==> src/rtl/fifo_wc_write_arbiter.sv <==
// Round-robin, burst-limited arbiter sharing the wide write port of the
// width-conversion FIFO between two valid/ready requesters.
module fifo_wc_write_arbiter #(
    parameter int DATA_WIDTH = 8,
    parameter int MAX_BURST  = 4
) (
    input  logic                    clk_i,
    input  logic                    reset_i,
    input  logic                    req0_valid_i,
    input  logic [2*DATA_WIDTH-1:0] req0_data_i,
    output logic                    req0_ready_o,
    input  logic                    req1_valid_i,
    input  logic [2*DATA_WIDTH-1:0] req1_data_i,
    output logic                    req1_ready_o,
    input  logic                    full_i,
    output logic                    write_o,
    output logic [2*DATA_WIDTH-1:0] write_data_o,
    output logic [1:0]              grant_o
);

    localparam int WW = 2 * DATA_WIDTH;
    localparam int CW = $clog2(MAX_BURST + 1);

    localparam logic [1:0] ST_IDLE = 2'd0;
    localparam logic [1:0] ST_OWN0 = 2'd1;
    localparam logic [1:0] ST_OWN1 = 2'd2;

    logic [1:0]    state_reg, state_next;
    logic [CW-1:0] count_reg, count_next;
    logic          ptr_reg, ptr_next;      // 0: req0 favoured, 1: req1 favoured

    logic [1:0]    valid;
    logic [WW-1:0] data [2];
    logic [1:0]    ready;
    logic          owned;
    logic          owner;
    logic          other;
    logic          beat;
    logic          at_limit;

    assign valid   = {req1_valid_i, req0_valid_i};
    assign data[0] = req0_data_i;
    assign data[1] = req1_data_i;

    assign owned    = (state_reg == ST_OWN0) || (state_reg == ST_OWN1);
    assign owner    = (state_reg == ST_OWN1);
    assign other    = ~owner;
    assign beat     = owned && valid[owner] && !full_i;
    assign at_limit = (int'(count_reg) + 1) == MAX_BURST;

    // Ready only accompanies an actual write, so a handshake is always a beat.
    genvar gi;
    generate
        for (gi = 0; gi < 2; gi++) begin : g_ready
            assign ready[gi] = beat && (owner == (gi == 1));
        end
    endgenerate

    assign req0_ready_o = ready[0];
    assign req1_ready_o = ready[1];
    assign write_o      = beat;
    assign write_data_o = owned ? data[owner] : '0;
    assign grant_o      = owned ? (owner ? 2'b10 : 2'b01) : 2'b00;

    always_comb begin
        state_next = state_reg;
        count_next = count_reg;
        ptr_next   = ptr_reg;
        case (state_reg)
            ST_IDLE: begin
                count_next = '0;
                if (valid == 2'b11) begin
                    state_next = ptr_reg ? ST_OWN1 : ST_OWN0;
                end else if (valid[0]) begin
                    state_next = ST_OWN0;
                end else if (valid[1]) begin
                    state_next = ST_OWN1;
                end
            end
            ST_OWN0, ST_OWN1: begin
                if (!valid[owner]) begin
                    // Owner released: hand over without a bubble, or go idle.
                    count_next = '0;
                    ptr_next   = other;
                    if (valid[other]) begin
                        state_next = other ? ST_OWN1 : ST_OWN0;
                    end else begin
                        state_next = ST_IDLE;
                    end
                end else if (beat) begin
                    if (at_limit) begin
                        count_next = '0;
                        if (valid[other]) begin
                            ptr_next   = other;
                            state_next = other ? ST_OWN1 : ST_OWN0;
                        end
                    end else begin
                        count_next = count_reg + CW'(1);
                    end
                end
            end
            default: begin
                state_next = ST_IDLE;
                count_next = '0;
            end
        endcase
    end

    always_ff @(posedge clk_i or negedge reset_i) begin
        if (!reset_i) begin
            state_reg <= ST_IDLE;
            count_reg <= '0;
            ptr_reg   <= 1'b0;
        end else begin
            state_reg <= state_next;
            count_reg <= count_next;
            ptr_reg   <= ptr_next;
        end
    end

endmodule

==> config.mk <==
export PLATFORM = sky130hd
export DESIGN_NAME = fifo_wc_write_arbiter
export DESIGN_NICKNAME = d
export VERILOG_FILES = /design/src/rtl/fifo_wc_write_arbiter.sv
export SDC_FILE = /design/constraint.sdc
export NUM_CORES = 1
export LEC_CHECK = 0
export CORE_AREA = 2 2 42 74
export CTS_BUF_LIST = sky130_fd_sc_hd__clkbuf_16
export CTS_CLUSTER_DIAMETER = 40
export DETAILED_ROUTE_END_ITERATION = 16
export DIE_AREA = 0 0 44 76
export GPL_TIMING_DRIVEN = 0
export PLACE_DENSITY = 0.81
export RECOVER_POWER = 100
export SYNTH_ARGS = -nofsm -noshare
export SYNTH_HDL_FRONTEND = slang
export SYNTH_SLANG_ARGS = --single-unit
==> constraint.sdc <==
create_clock -name clk_i -period 1.8 [get_ports clk_i]
set_input_delay 0.36 -clock clk_i [delete_from_list [all_inputs] [get_ports clk_i]]
set_output_delay 0.36 -clock clk_i [all_outputs]
set_load 0.01 [all_outputs]
==> key figures <==
Yosys
  – Area leader, netlist: mux2i_1
  – Asr flop ratio synth: 100%
  – Ys flop type: dfrtp_1
  – Synthesized area: 821 µm²
  – Yosys top cell area share: 20.7%
  – EDFF count, synth: 0
  – Syn nets: 137
  – Yosys warning count: 0
  – Synth Instances: 93
  – Yosys cell types: 30
  – Synth Register Bits: 6
  – Syn avg cell area: 8.83 µm²
  – Most numerous cell in the Yosys netlist: nor2b_1
  – Sequential share of the synthesized area: 18.3%
  – Top cells by count, synth: 18 x nor2b_1, 17 x mux2i_1, 7 x ha_1, 6 x dfrtp_1, 6 x nand2_1
  – Top post-synthesis cells by area: mux2i_1 21%, dfrtp_1 18%, nor2b_1 14%

Status
  – Failing checks: negative setup slack
  – Status: finished with violations

Global routing
  – First-pass GRT wire length: 4710 µm
  – Grt ovf: 0
  – Total track usage: 18.8%
  – Number of global-route vias before repair: 1,118
  – Initial antenna violation count: 0
  – Largest net degree at the start of global routing: 9

Finish
  – Fraction of layout cells with a size suffix above 1: 35.1%
  – Area of the multi-input gates: 706 µm²
  – Final-stage net count: 214
  – Sequential cell area: 150 µm²
  – # diodes: 0
  – Fill count: 250
  – Largest register FFs: 3
  – Syn-to-layout area delta: 106%
  – Final cell count without fillers: 196

Clock network
  – Clk buf depth: 2
  – H-tree levels: 1
  – Hold buffers post-CTS: 0
  – Num CTS Buffers: 3
  – Clock Latency Late Sink: 0.24 ns
  – Clock sinks: 6
  – Clk slew on worst S/H paths: 0.04 ns
  – Root Buffer: clkbuf_16
  – CTS tree: yes

Pwr
  – Sw Share: 37.8%
  – Share of total power in combinational logic: 79.1%
  – Clock power share: 13.2%
  – Leakage power: 0.775 nW
  – Peak supply drop: 1.00 mV
  – Internal Pwr Total: 1.77 mW
  – PD cells: 1680 nW/µm²
  – Sequential fraction of design power: 7.6%
  – Net Switching: 1.07 mW

STA
  – Final Hold Viols: 0
  – Final worst slack: -0.183 ns
  – Clk_skew: 0.00173 ns
  – Min Clock Period, post-route: 1.98 ns
  – Fin Hold WS: 0.450 ns
  – Relative slew margins: 71.6%
  – RSZ-0062 raised after global routing: yes
  – Final setup violation count: 19
  – Final worst-path cycle share: 110%
  – Fin. max-slew vios: 0
  – Least-Margin Pin Slew: 0.426 ns
  – Max Freq: 504 MHz

Detailed routing
  – Via-to-Cell Ratio: 4.98
  – Top sig layer: met4
  – Wirelength per Cell: 14.2 µm
  – # DRC: 0
  – WL met3: 354 µm
  – Post-Route WL: 2790 µm
  – Detailed router's first-iteration violation count: 5
  – Metal1 wirelength: 910 µm
  – Detail Route Antenna Nets: 0
  – Drt first pass iters: 4
  – Via count: 977
  – Met2 routed WL: 1470 µm

Critical path
  – WP data arrival: 1.62 ns
  – Slowest CP cell: dfrtp_1
  – Crit path launch type: register
  – Family with the most delay on the worst path: buffers and inverters
  – Worst Path Max Fanout: 3
  – Crit-path cells: buf_6 > ha_4 > and2_4 > o21ai_4 > buf_6 > nor3_2 > buf_2
  – Buffers & Inverters on Critical Path: 3
  – CP most frequent cell: buf_6
  – CP Class: register to output port
  – Crit-path max cell delay: 0.39 ns
  – CP endpoint kind: output port
  – CP required: 1.44 ns

Die
  – Core Box Area: 2800 µm²
  – Starting Density: 29.3%
  – I/O pins: 58
  – Rows: 26
  – Die height: 76 µm
  – Die Area: 3340 µm²
  – Die Wd: 44 µm

Place
  – Port bufs: 56
  – DP HPWL: 2000 µm
  – Placed Instances: 177
  – RePlAce Congestion: 0.812

Flow run
  – Max_cap viols: 0

Worst hold path
  – Path category of the worst min-delay check: input pin to async pin
==> metal layers <==
metal / vias to the layer above / global-route usage, %
met4: 0 / 6.36
met5: - / 0
met2: 61 / 33.1
met1: 438 / 17.7
li1: 473 / -
met3: 5 / 9.48
==> path summary, 6_finish.rpt <==
check | startpoint | end | slack (ns) | cells past startpoint
min reg2reg | ptr_reg | ptr_reg | 0.56 | 1
max in group asynchronous | reset_i | count_reg[2] | 1.11 | 1
max | state_reg[1] | req0_ready_o | -0.18 | 7
max reg2reg | state_reg[1] | state_reg[1] | -0.16 | 9
min | reset_i | state_reg[1] | 0.45 | 1
min in group clk_i | full_i | count_reg[1] | 0.54 | 3
==> through the flow <==
| step | TNS [ns] | power (mW) | worst slack, ns | utilization [%] | cell area (µm²) |
|---|---|---|---|---|---|
| 3_5_place_dp | -10.93 | 1.94 | -0.703 | 50.8 | 1420 |
| 4_1_cts | -2.24 | 2.78 | -0.183 | 59.1 | 1650 |
| 5_1_grt | -4.11 | 3.02 | -0.242 | 60.4 | 1690 |
| 6_report | -2.39 | 2.84 | -0.183 | 60.4 | 1690 |
| 2_1_floorplan | 0 | 1.23 | 0.0226 | - | 825 |
| 3_3_place_gp | -10.36 | 1.90 | -0.679 | 50.8 | 1420 |
==> power by group through the flow <==
| stage | Combinational, mW | Sequential, mW | Clock (mW) |
|---|---|---|---|
| final | 2.25 | 0.216 | 0.375 |
| after global routing | 2.41 | 0.226 | 0.387 |
| after CTS | 2.18 | 0.215 | 0.380 |
| after detailed placement | 1.72 | 0.223 | 0 |
| after global placement | 1.68 | 0.218 | 0 |
| after floorplan | 1.02 | 0.210 | 0 |
==> what timing repair did <==
item,CTS,global route
buffers inserted,13,1
pin swaps,5,4
cloned,2,0
hold endpoints to repair,0,0
gates resized for setup,107,8
endpoints found under the setup margin,21,22
==> area by class of cell <==
type                       count  area share [%]
buffer                         5            4.22
clock buffer                   3            4.44
inverter                       3           0.814
multi-input combinational     79            41.7
sequential                     6            8.88
tap                           28            2.07
timing repair buffer          72            37.8
==> logic make-up after synthesis <==
logic type,Yosys count,share of synthesized area (%)
XOR/XNOR,1,1.07
adder cells (fa/ha/maj),7,10.7
AND/OR/NAND/NOR,37,26.8
AO/OA/AOI/OAI,16,16.0
flip-flops,6,18.3
buffers and inverters,8,4.57
multiplexers,18,22.6
==> cells in the final DEF, fill, tap and decap left out, types with 2 or more instances in the layout <==
master | netlist | routed
buf_2 | 0 | 17
and2_4 | 1 | 2
o21ai_0 | 3 | 2
clkdlybuf4s50_1 | 0 | 32
nor2b_4 | 1 | 2
ha_1 | 7 | 4
clkbuf_16 | 0 | 3
buf_6 | 0 | 6
clkbuf_8 | 0 | 3
buf_12 | 0 | 2
nand2_1 | 6 | 6
ha_4 | 0 | 3
nor2b_1 | 18 | 17
dlygate4sd2_1 | 0 | 4
a21oi_1 | 5 | 5
dfrtp_1 | 6 | 6
buf_4 | 2 | 7
mux2i_1 | 17 | 16
nand2b_1 | 2 | 2
nor2_1 | 4 | 3
(Power assumes the default switching activity.)
